--- src/rtl/arb_req_queue.sv ---
`default_nettype none
// ============================================================================
// arb_req_queue : per-port request FIFOs and client-side FSM for a
//                 round-robin arbiter (req/en/gnt), single valid/ready output.
// Rev 1.0
// ============================================================================
module arb_req_queue #(
  parameter int N     = 4,
  parameter int W     = 8,
  parameter int DEPTH = 4
) (
  input  logic                 i_clk,
  input  logic                 i_rstn,
  input  logic [N-1:0]         i_push,
  input  logic [N*W-1:0]       i_push_data,
  output logic [N-1:0]         o_full,
  output logic [N-1:0]         o_req,
  output logic                 o_arb_en,
  input  logic [N-1:0]         i_gnt,
  output logic                 o_valid,
  output logic [W-1:0]         o_data,
  output logic [$clog2(N)-1:0] o_src,
  input  logic                 i_ready,
  output logic                 o_err
);

  localparam int c_pw = $clog2(DEPTH);
  localparam int c_cw = c_pw + 1;
  localparam int c_sw = $clog2(N);
  localparam logic [c_cw-1:0] c_full = c_cw'(DEPTH);

  typedef enum logic [1:0] {
    IDLE = 2'd0,
    REQ  = 2'd1,
    WAIT = 2'd2,
    SEND = 2'd3
  } state_t;

  state_t          state_q, state_d;
  logic            arb_en_q, arb_en_d;
  logic            valid_q, valid_d;
  logic [W-1:0]    data_q, data_d;
  logic [c_sw-1:0] src_q, src_d;
  logic            err_q, err_d;

  logic [N-1:0]        w_pop;
  logic [N-1:0]        w_push_ok;
  logic [N-1:0][W-1:0] w_head;
  logic                w_gnt_ok;
  logic [c_sw-1:0]     w_gnt_idx;
  logic [W-1:0]        w_head_sel;

  // A grant is only honoured when it is one-hot and names a non-empty port.
  assign w_gnt_ok = $onehot(i_gnt) && ((i_gnt & o_req) != '0);

  always_comb begin
    w_gnt_idx  = '0;
    w_head_sel = '0;
    for (int k = 0; k < N; k++) begin
      if (i_gnt[k]) begin
        w_gnt_idx  = c_sw'(k);
        w_head_sel = w_head[k];
      end
    end
  end

  generate
    for (genvar k = 0; k < N; k++) begin : g_port
      logic [W-1:0]    mem_q [DEPTH];
      logic [c_pw-1:0] rd_ptr_q, rd_ptr_d;
      logic [c_pw-1:0] wr_ptr_q, wr_ptr_d;
      logic [c_cw-1:0] cnt_q, cnt_d;

      assign o_full[k]    = (cnt_q == c_full);
      assign o_req[k]     = (cnt_q != '0);
      assign w_head[k]    = mem_q[rd_ptr_q];
      assign w_pop[k]     = (state_q == WAIT) && w_gnt_ok && i_gnt[k];
      // A full FIFO still takes a push in the cycle it is being popped.
      assign w_push_ok[k] = i_push[k] && (!o_full[k] || w_pop[k]);

      always_comb begin
        rd_ptr_d = rd_ptr_q;
        wr_ptr_d = wr_ptr_q;
        cnt_d    = cnt_q;
        if (w_pop[k]) begin
          rd_ptr_d = rd_ptr_q + c_pw'(1);
        end
        if (w_push_ok[k]) begin
          wr_ptr_d = wr_ptr_q + c_pw'(1);
        end
        case ({w_push_ok[k], w_pop[k]})
          2'b10:   cnt_d = cnt_q + c_cw'(1);
          2'b01:   cnt_d = cnt_q - c_cw'(1);
          default: cnt_d = cnt_q;
        endcase
      end

      always_ff @(posedge i_clk or negedge i_rstn) begin
        if (!i_rstn) begin
          rd_ptr_q <= '0;
          wr_ptr_q <= '0;
          cnt_q    <= '0;
        end else begin
          rd_ptr_q <= rd_ptr_d;
          wr_ptr_q <= wr_ptr_d;
          cnt_q    <= cnt_d;
        end
      end

      always_ff @(posedge i_clk) begin
        if (w_push_ok[k]) begin
          mem_q[wr_ptr_q] <= i_push_data[k*W +: W];
        end
      end
    end
  endgenerate

  always_comb begin
    state_d  = state_q;
    arb_en_d = 1'b0;
    valid_d  = valid_q;
    data_d   = data_q;
    src_d    = src_q;
    err_d    = err_q;
    case (state_q)
      IDLE: begin
        if (|o_req) begin
          state_d  = REQ;
          arb_en_d = 1'b1;
        end
      end
      REQ: begin
        state_d = WAIT;
      end
      WAIT: begin
        if (w_gnt_ok) begin
          state_d = SEND;
          valid_d = 1'b1;
          data_d  = w_head_sel;
          src_d   = w_gnt_idx;
        end else begin
          state_d = IDLE;
          err_d   = 1'b1;
        end
      end
      SEND: begin
        if (i_ready) begin
          valid_d = 1'b0;
          if (|o_req) begin
            state_d  = REQ;
            arb_en_d = 1'b1;
          end else begin
            state_d = IDLE;
          end
        end
      end
      default: state_d = IDLE;
    endcase
  end

  always_ff @(posedge i_clk or negedge i_rstn) begin
    if (!i_rstn) begin
      state_q  <= IDLE;
      arb_en_q <= 1'b0;
      valid_q  <= 1'b0;
      data_q   <= '0;
      src_q    <= '0;
      err_q    <= 1'b0;
    end else begin
      state_q  <= state_d;
      arb_en_q <= arb_en_d;
      valid_q  <= valid_d;
      data_q   <= data_d;
      src_q    <= src_d;
      err_q    <= err_d;
    end
  end

  assign o_arb_en = arb_en_q;
  assign o_valid  = valid_q;
  assign o_data   = data_q;
  assign o_src    = src_q;
  assign o_err    = err_q;

endmodule
`default_nettype wire

--- config.mk ---
export PLATFORM = sky130hd
export DESIGN_NAME = arb_req_queue
export DESIGN_NICKNAME = d
export VERILOG_FILES = /design/src/rtl/arb_req_queue.sv
export SDC_FILE = /design/constraint.sdc
export NUM_CORES = 1
export LEC_CHECK = 0
export ABC_AREA = 1
export CELL_PAD_IN_SITES_DETAIL_PLACEMENT = 1
export CELL_PAD_IN_SITES_GLOBAL_PLACEMENT = 1
export CORE_MARGIN = 10
export CORE_UTILIZATION = 47
export CTS_CLUSTER_DIAMETER = 30
export DETAILED_ROUTE_END_ITERATION = 12
export PLACE_DENSITY_LB_ADDON = 0.1
export SLEW_MARGIN = 10
export SYNTH_ARGS = -nofsm -noshare
export SYNTH_HDL_FRONTEND = slang
export SYNTH_SLANG_ARGS = --single-unit
--- constraint.sdc ---
create_clock -name i_clk -period 2.7 [get_ports i_clk]
set_input_delay 0.27 -clock i_clk [delete_from_list [all_inputs] [get_ports i_clk]]
set_output_delay 0.27 -clock i_clk [all_outputs]
set_load 0.03 [all_outputs]
==> impl_metrics.yaml <==
timing:
  fmax_mhz: 386
  fin_crit_sh_pct: 96.0
  setup_ws_ns: 0.108
  hold_viol: 0
  slew_viol_final: 0
  max-slew-margin-rel_pct: 29.0
  skew_ns: 0.00918
  tightest_slew_ns: 1.07
  setup_viol: 0
  period_needed_ns: 2.59
pwr:
  p_comb_share_pct: 36.0
  ir_worst_vdd_mv: 0.548
  p_clk_share_pct: 25.1
  p_int_uw: 6540
  powerDensity_nw_per_um2: 1090
  p_leak_uw: 0.00381
  switching_share_pct: 37.2
  power_switching_uw: 3870
  share_seq_of_total_power_pct: 38.9
synthesis:
  synthDistinctLibCells: 37
  ys_warn_count: 0
  synth_nets: 735
  syn-cell-area_um2: 7600
  synth_most_common_cell: "edfxtp_1"
  synthCells: 663
  yosys_register_bits: 171
  synth_edf_count: 128
  avgSynthCellArea_um2: 11.5
  synth_top_area_share_pct: 50.6
  async_flop_share_pct: 25.1
  netlist_top_cells_count: "edfxtp_1, nor2_1, o21ai_0"
  synthTopCellsByArea: "edfxtp_1, dfrtp_1, o21ai_0"
  yosys_most_used_dff: "edfxtp_1"
  yosysSeqAreaShare_pct: 64.7
  yosysTopAreaCell: "edfxtp_1"
global_route:
  grt_max_degree: 44
  grt_antenna_before_repair: 0
  grt_first_pass_wirelength_um: 31000
  grt_pass1_vias: 5799
  grt_usage_pct: 18.5
  overflow: 0
routing:
  wirelength_um: 19300
  vias: 5209
  drt_iter0_markers: 238
  ant_nets: 0
  vias_per_cell: 5.20
  avgRoutedWirePerCell_um: 19.3
  route.detailed.drc: 0
  drt_first_pass_iters: 4
place:
  gp_congestion: 0.866
  dpl_cell_area_um2: 8910
  dpl_worst_slack_ns: -0.774
  port_buffers: 63
  hpwl_um: 13700
worst_setup_path:
  reg2reg_slack_ns: 0.29
  critPathCaptureType: "flop"
  startpoint: "i_gnt[3]"
  rr_endpoint: "g_port[0].cnt_q[2]$_DFFE_PN0P_"
  critPathRequiredTime_ns: 3.02
  startpoint_type: "input port"
  critical_path_class: "input port to flop"
  r2r-start: "g_port[0].cnt_q[0]$_DFFE_PN0P_"
  critPathMaxFanout: 4
  critPathArrivalTime_ns: 2.91
  reg2reg_depth: 17
  critPathCapture: "g_port[0].cnt_q[2]$_DFFE_PN0P_"
cells_and_area:
  seq_area_um2: 4920
  fill_cells: 1695
  synthToLayoutAreaGrowth_pct: 25.9
  multiInputGateArea_um2: 2410
  num_antenna_cells: 0
  layout.nets: 845
  drive_gt1_share_pct: 17.7
  stdcell_area_um2: 9570
floorplanning:
  start_util_pct: 47.9
  die_area_um2: 21700
  dieHeight_um: 147
  core_area_um2: 15900
  row_count: 46
  die_w_um: 147
  io-pin-count: 64
clocking:
  cts-root-buf: "clkbuf_16"
  cts.path.max_buffers: 2
  clock_latency_ns: 0.44
  numCtsBuffers: 17
  htreeDepth: 4
  cts_hold_buffers: 0
  clk_pin_slew_worst_paths_ns: 0.07
  cts_tree: "built"
  cts.sinks: 171
job:
  drv_cap: 0
hold_path:
  hold_class: "input port to asynchronous set/reset pin"
outcome:
  status: "complete, no violations"
[state kept, by name, summed over array words and instances, names as in the netlist, 2 cells and up]
register / flops
g_port.cnt_q: 12
state_q: 2
g_port.rd_ptr_q: 8
g_port.mem_q: 128
o_src: 2
o_data: 8
g_port.wr_ptr_q: 8
[worst min-delay path by stage]
stage	startpoint	to	slack [ns]	cells past startpoint
floorplan	i_rstn	g_port[0].cnt_q[0]$_DFFE_PN0P_	-0.03	0
global placement	o_err$_DFFE_PN0P_	o_err$_DFFE_PN0P_	0.46	1
detailed placement	o_err$_DFFE_PN0P_	o_err$_DFFE_PN0P_	0.46	1
CTS	i_rstn	g_port[3].wr_ptr_q[1]$_DFFE_PN0P_	0.08	1
global route	i_rstn	g_port[3].wr_ptr_q[0]$_DFFE_PN0P_	0.09	1
finish	i_rstn	g_port[3].wr_ptr_q[1]$_DFFE_PN0P_	0.01	1
[layout by cell type, fill, tap and decap left out, drive strengths merged, types with 4 or more instances in the layout]
| cell type | count |
|---|---|
| edfxtp | 128 |
| dfrtp | 43 |
| nand3 | 16 |
| nand4 | 8 |
| xor2 | 16 |
| o21ai | 86 |
| buf | 52 |
| mux2i | 6 |
| inv | 81 |
| ha | 24 |
| clkbuf | 17 |
| nand2 | 82 |
| fa | 5 |
| nor2 | 107 |
| clkdlybuf4s50 | 59 |
| a21oi | 11 |
| o22ai | 22 |
| bufinv | 4 |
[final cells by class]
type	count	area share [%]
clock buffer	17	4.44
sequential	171	51.4
clock inverter	15	2.18
multi-input combinational	396	25.1
tap	216	2.82
inverter	76	3.06
timing repair buffer	111	11.0
[power by group through the flow]
stage	sequential, uW	clock (uW)	combinational (uW)
after floorplan	4040	0	2270
after CTS	4060	2650	3810
after global placement	4040	0	3540
after global routing	4130	2760	4200
after detailed placement	4090	0	3750
final	4050	2610	3740
[routing by layer]
metal / global-route usage, % / share of wire (%) / vias up
li1: - / - / 2481
met1: 21.4 / 41 / 2619
met2: 32.9 / 53 / 88
met3: 3.93 / 3.7 / 21
met4: 6.49 / 1.7 / 0
met5: 0 / 0 / -
[through the flow]
| step | total power (uW) | hold WS (ns) | cells | util (%) | setup TNS [ns] |
|---|---|---|---|---|---|
| global placement | 7580 | 0.457 | 966 | 56.1 | -83.91 |
| detailed placement | 7840 | 0.457 | 966 | 56.1 | -88.58 |
| CTS | 10500 | 0.0786 | 998 | 60.1 | 0 |
| finish | 10400 | 0.0133 | 1002 | 60.3 | 0 |
| floorplan | 6310 | -0.0256 | 663 | - | -11.56 |
| global route | 11100 | 0.0927 | 1002 | 60.3 | -0.00366 |
[critical path: stages]
cell and delay, ns:
buf_2 0.12, inv_2 0.06, fa_1 0.50, inv_1 0.04
ha_1 0.17, ha_1 0.27, nor2_1 0.04, nand2_1 0.08
inv_2 0.06, nand3_4 0.07, clkinv_4 0.08, nand2_4 0.09
nand2_4 0.06, nand2_4 0.09, ha_4 0.13, inv_2 0.04
fa_2 0.37, a21oi_2 0.15, o21ai_1 0.09, xor2_1 0.14
[cells by family after synthesis]
kind of cell | share of synthesized area (%)
buffers and inverters | 5.05
muxes | 0.790
xor gates and xnor gates | 2.27
DFF | 64.7
and+or+nand+nor | 13.0
AOI/OAI and AO/OA | 8.94
adders and majority gates | 5.27
[repair_timing]
action,in CTS,in global routing
setup endpoints to repair,138,8
pin swaps,0,8
setup buffers,0,4
resized for setup,11,9
(Power assumes the default switching activity.)
